==> src/rtl/lsq_ret_bundle_q.sv <==
// lsq_ret_bundle_q: retire-bundle queue feeding the LSQ retire decision stage.
// Buffers up to DEPTH six-lane load/store bundles and presents the oldest live
// bundle on dataB_*. It ORs late load conflicts into buffered bundles and drops
// the bundles of a thread that takes an exception.
// Ports:
//   clk, rst          clock, asynchronous active-low reset
//   wr_*              bundle push (wr_en strobes one bundle)
//   cf_*              late load-conflict update by retire tag
//   dataB_*           head bundle; dataB_enOut pops it
//   except*           per-thread flush
//   full, count       occupancy (count includes killed entries)
//   overflow          sticky: a push arrived while full
`ifndef LSQSHARE_WIDTH
`define LSQSHARE_WIDTH 32
`endif
module lsq_ret_bundle_q #(
    parameter int DEPTH     = 8,
    parameter int SHR_WIDTH = `LSQSHARE_WIDTH
) (
    input  logic                    clk,
    input  logic                    rst,
    input  logic                    wr_en,
    input  logic [5:0]              wr_II,
    input  logic                    wr_thread,
    input  logic [5:0]              wr_ret_mask,
    input  logic [5:0]              wr_excpt,
    input  logic [5:0]              wr_ld_confl,
    input  logic [5:0]              wr_wait_confl,
    input  logic [23:0]             wr_exbits,
    input  logic [23:0]             wr_lane_II,
    input  logic [SHR_WIDTH-1:0]    wr_shr,
    input  logic                    cf_en,
    input  logic [5:0]              cf_II,
    input  logic [5:0]              cf_mask,
    output logic                    dataB_ready,
    output logic [5:0]              dataB_II,
    output logic                    dataB_thread,
    output logic [5:0]              dataB_ret_mask,
    output logic [5:0]              dataB_excpt,
    output logic [5:0]              dataB_ld_confl,
    output logic [5:0]              dataB_wait_confl,
    output logic [23:0]             dataB_exbits,
    output logic [3:0]              dataB_II0,
    output logic [3:0]              dataB_II1,
    output logic [3:0]              dataB_II2,
    output logic [3:0]              dataB_II3,
    output logic [3:0]              dataB_II4,
    output logic [3:0]              dataB_II5,
    output logic [SHR_WIDTH-1:0]    dataB_data_shr,
    input  logic                    dataB_enOut,
    input  logic                    except,
    input  logic                    except_thread,
    output logic                    full,
    output logic [$clog2(DEPTH):0]  count,
    output logic                    overflow
);
    localparam int AW = $clog2(DEPTH);
    localparam int CW = AW + 1;

    typedef struct packed {
        logic [SHR_WIDTH-1:0] shr;
        logic [23:0]          lane;
        logic [23:0]          exb;
        logic [5:0]           wt;
        logic [5:0]           ld;
        logic [5:0]           exc;
        logic [5:0]           ret;
        logic                 thr;
        logic [5:0]           ii;
    } ent_t;

    ent_t             ent_q [DEPTH];
    ent_t             ent_d [DEPTH];
    logic [DEPTH-1:0] val_q, val_d;
    logic [AW-1:0]    rd_q, rd_d, wr_q, wr_d;
    logic [CW-1:0]    cnt_q, cnt_d;
    logic             ovf_q, ovf_d;
    ent_t             head, wr_ent;
    logic             flush_drop, push, pop, skip, wr_hit;

    assign head        = ent_q[rd_q];
    assign full        = cnt_q == CW'(DEPTH);
    assign count       = cnt_q;
    assign overflow    = ovf_q;
    assign dataB_ready = (cnt_q != '0) && val_q[rd_q];
    // A push belonging to the thread being flushed is simply discarded.
    assign flush_drop  = except && (wr_thread == except_thread);
    assign push        = wr_en && !full && !flush_drop;
    assign pop         = dataB_enOut && dataB_ready;
    // Killed entries at the head are retired one per cycle without being shown.
    assign skip        = (cnt_q != '0) && !val_q[rd_q];
    assign wr_hit      = cf_en && (wr_II == cf_II);

    assign dataB_II         = head.ii;
    assign dataB_thread     = head.thr;
    assign dataB_ret_mask   = head.ret;
    assign dataB_excpt      = head.exc;
    assign dataB_ld_confl   = head.ld;
    assign dataB_wait_confl = head.wt;
    assign dataB_exbits     = head.exb;
    assign dataB_II0        = head.lane[3:0];
    assign dataB_II1        = head.lane[7:4];
    assign dataB_II2        = head.lane[11:8];
    assign dataB_II3        = head.lane[15:12];
    assign dataB_II4        = head.lane[19:16];
    assign dataB_II5        = head.lane[23:20];
    assign dataB_data_shr   = head.shr;

    always_comb begin
        wr_ent.shr  = wr_shr;
        wr_ent.lane = wr_lane_II;
        wr_ent.exb  = wr_exbits;
        wr_ent.wt   = wr_hit ? (wr_wait_confl & ~cf_mask) : wr_wait_confl;
        wr_ent.ld   = wr_hit ? (wr_ld_confl | cf_mask) : wr_ld_confl;
        wr_ent.exc  = wr_excpt;
        wr_ent.ret  = wr_ret_mask;
        wr_ent.thr  = wr_thread;
        wr_ent.ii   = wr_II;
    end

    always_comb begin
        for (int i = 0; i < DEPTH; i++) begin
            ent_d[i] = ent_q[i];
            val_d[i] = val_q[i];
            if (cf_en && val_q[i] && (ent_q[i].ii == cf_II)) begin
                ent_d[i].ld = ent_q[i].ld | cf_mask;
                ent_d[i].wt = ent_q[i].wt & ~cf_mask;
            end
            if ((pop && (rd_q == AW'(i))) || (except && (ent_q[i].thr == except_thread)))
                val_d[i] = 1'b0;
            // The write slot is always free when not full, since count covers killed entries.
            if (push && (wr_q == AW'(i))) begin
                ent_d[i] = wr_ent;
                val_d[i] = 1'b1;
            end
        end
        rd_d  = rd_q + AW'(pop || skip);
        wr_d  = wr_q + AW'(push);
        cnt_d = cnt_q + CW'(push) - CW'(pop || skip);
        ovf_d = ovf_q | (wr_en && full && !flush_drop);
    end

    always_ff @(posedge clk or negedge rst) begin
        if (!rst) begin
            for (int i = 0; i < DEPTH; i++)
                ent_q[i] <= '0;
            val_q <= '0;
            rd_q  <= '0;
            wr_q  <= '0;
            cnt_q <= '0;
            ovf_q <= 1'b0;
        end else begin
            for (int i = 0; i < DEPTH; i++)
                ent_q[i] <= ent_d[i];
            val_q <= val_d;
            rd_q  <= rd_d;
            wr_q  <= wr_d;
            cnt_q <= cnt_d;
            ovf_q <= ovf_d;
        end
    end
endmodule

==> config.mk <==
export PLATFORM = sky130hd
export DESIGN_NAME = lsq_ret_bundle_q
export DESIGN_NICKNAME = d
export VERILOG_FILES = /design/src/rtl/lsq_ret_bundle_q.sv
export SDC_FILE = /design/constraint.sdc
export NUM_CORES = 2
export LEC_CHECK = 0
export CAP_MARGIN = 25
export CORE_ASPECT_RATIO = 1.75
export CORE_MARGIN = 3
export CORE_UTILIZATION = 25
export DETAILED_ROUTE_END_ITERATION = 16
export PLACE_DENSITY = 0.38
export SLEW_MARGIN = 0
export SYNTH_ARGS = -nofsm -noshare
export SYNTH_HDL_FRONTEND = slang
export SYNTH_SLANG_ARGS = --single-unit
==> constraint.sdc <==
create_clock -name clk -period 3.8 [get_ports clk]
set_input_delay 0.95 -clock clk [delete_from_list [all_inputs] [get_ports clk]]
set_output_delay 0.95 -clock clk [all_outputs]
set_load 0.005 [all_outputs]
==> flow_metrics.tcl <==
set metrics [dict create \
    status "finished, final reports clean" \
    tns_ps 0 \
    power.total_mw 49.9 \
    grt_pass1_vias 29200 \
    maxSlewViolCount 0 \
    placed_cell_area_sq_um 48500 \
    path_clk_slew_ps 60 \
    finalHoldViolations 0 \
    synth_most_common_cell "dfrtp_1" \
    vias 25500 \
    path_class "flip-flop to output port" \
    peakVddDrop_uv 356 \
    rows 199 \
    htreeDepth 3 \
    track_usage 0.160 \
    dieArea_sq_um 175000 \
    cts_sinks 907 \
    io_pins 248 \
    clock.fmax_ghz 0.264 \
    post-route-drc-count 0 \
    wire_per_inst_um 26.0 \
    period_minus_slack_ps 3780 \
    reg2regPathDepth 15 \
    drt.antenna.violating_nets 0 \
    drtIter0Drc 1176 \
    gr-total-overflow 0 \
    ys.flop_type "dfrtp_1" \
    root_buffer "clkbuf_16" \
    rr_endpoint "count[1]" \
    worst_pin_slew_ps 741 \
    ctsHoldBuffers 0 \
    synth_top_area_frac 0.535 \
    cp.required_ps 2850 \
    viasPerCell 4.74 \
    relSlewSlack 0.506 \
    p_leak_nw 22.2 \
    rsz0062_at_grt "true" \
    hold_path_class "input pin to asynchronous set/reset pin" \
    synth-edff-count 0 \
    netlist_area_sq_um 42400 \
    r2r_slack_ps 490 \
    final_area_sq_um 53100 \
    syn_inst 2695 \
    die_width_um 317 \
    power_density_nw_per_um2 939 \
    die_y_um 551 \
    grt_pass1_wl_um 208000 \
    layout.nets 3213 \
    r2r-start "rd_q[0]" \
    synthDistinctLibCells 49 \
    yosys-top-cells-area "dfrtp_1 53%, mux2_2 21%, mux4_2 12%" \
    place_hpwl_um 89000 \
    synth_top_area_cell "dfrtp_1" \
    antenna_found_initial 19 \
    path_max_fanout 7 \
    fin_crit_sh 0.996 \
    start_util 0.252 \
    synth_area_per_cell_sq_um 15.7 \
    syn_to_final_growth_pct 25.2 \
    layout-drive-gt1-share 0.497 \
    skew_ps 23.8 \
    clk_latency_ps 720 \
    async_reset_ff_frac 1.00 \
    dr.pass1.iters 5 \
    end_kind "output port" \
    start_kind "flip-flop" \
    whs_ps 223 \
    portBuffers 247 \
    wl_um 140000 \
    cts_tree "built" \
    grt_max_degree 97 \
    final_cells 5375 \
    setup_viol 0 \
    maxCapViolCount 0 \
    cts_buffers 99 \
    synth-seq-cells 907 \
    place_congestion 0.819 \
    clk_path_buf_depth 3 \
    synth_common_cells "907 x dfrtp_1, 793 x mux2_2, 224 x mux4_2, 102 x buf_2, 67 x mux2_4" \
    coreArea_sq_um 168000 \
    syn_nets 2836 \
    cp.arrival_ps 2830 \
    yosysWarnings 0 \
    ys_seq_area_frac 0.535 \
    placed_cells 5101 \
]
[what timing repair did]
| item | in CTS | in global routing |
|---|---|---|
| resized for setup | 336 | 33 |
| endpoints found under the setup margin | 112 | 11 |
| gates cloned | 15 | 1 |
| setup buffers | 60 | 6 |
[registers in the layout, summed over array words and instances, names as in the netlist]
signal / flops
rd_q: 3
count: 4
ent_q: 888
overflow: 1
val_q: 8
wr_q: 3
[report_power, final]
| part | switching (mW) | internal [mW] | total [mW] |
|---|---|---|---|
| sequential | 2.70 | 14.5 | 17.2 |
| combinational | 9.15 | 13.5 | 22.6 |
| clock | 4.23 | 5.85 | 10.1 |
[metal layers]
layer	routed length (um)	share of wire	global-route usage
met5	55	0.00039	0
met1	56600	0.40	0.190
met3	5880	0.042	0.0279
met2	72700	0.52	0.287
met4	4570	0.033	0.0599
[through the flow]
| stage | setup slack [ps] | util |
|---|---|---|
| 5_1_grt | -74.0 | 0.316 |
| 6_report | 15.0 | 0.316 |
| 4_1_cts | -126 | 0.315 |
| 3_3_place_gp | 330 | 0.288 |
| 2_1_floorplan | 984 | - |
| 3_5_place_dp | 306 | 0.288 |
[layout make-up]
type	instances	area (sq um)
antenna	7	17.5
clock buffer	147	2980
clock inverter	39	413
fill	16700	115000
inverter	11	41.3
multi-input combinational	1569	18800
sequential	907	22700
tap	2211	2770
timing repair buffer	484	5390
[cell usage in the layout (no fill, tap or decap), types with 19 or more instances in the layout]
master | Yosys | routed
buf_4 | 16 | 130
xnor2_1 | 56 | 56
buf_12 | 0 | 61
clkinv_2 | 0 | 22
o22ai_1 | 42 | 42
dlygate4sd2_1 | 0 | 51
clkbuf_16 | 0 | 103
buf_16 | 0 | 22
nand3_1 | 20 | 19
clkbuf_8 | 0 | 26
o21ai_0 | 52 | 52
mux2_1 | 43 | 43
nor3_1 | 42 | 42
clkdlybuf4s50_1 | 0 | 134
o21bai_1 | 36 | 36
a2bb2oi_1 | 36 | 36
dfrtp_1 | 907 | 904
mux4_2 | 224 | 224
mux2_4 | 67 | 108
mux2_2 | 793 | 752
buf_6 | 14 | 20
clkbuf_1 | 61 | 19
buf_2 | 102 | 29
[critical path, cell delays in order (launching register included)]
cell and delay [ps]:
dfrtp_4 510, buf_12 160, buf_4 150, buf_16 140
buf_12 150, buf_4 150, mux4_2 420, mux2_2 290
buf_2 160
[cells by family (layout without fill, tap and decap cells)]
group	after synthesis	in the layout	synth area share
fa+ha+maj	11	11	0.00342
mux	1146	1146	0.369
other cells	0	7	0
xor+xnor	68	68	0.0145
buf+inv	219	681	0.0263
simple gates	141	141	0.0186
flops	907	907	0.535
compound gates	203	203	0.0333
[worst max path at each step]
stage	endpoint	slack [ps]	from	cells after the start
after CTS	dataB_data_shr[11]	-130	rd_q[0]	7
after global routing	dataB_data_shr[1]	-70	rd_q[0]	8
after floorplan	dataB_II0[0]	980	rd_q[0]	5
final	dataB_data_shr[1]	20	rd_q[0]	8
after global placement	ent_q[272]	330	wr_thread	6
after detailed placement	ent_q[235]	310	wr_thread	6
No activity file was read; power rests on OpenSTA's default activity.
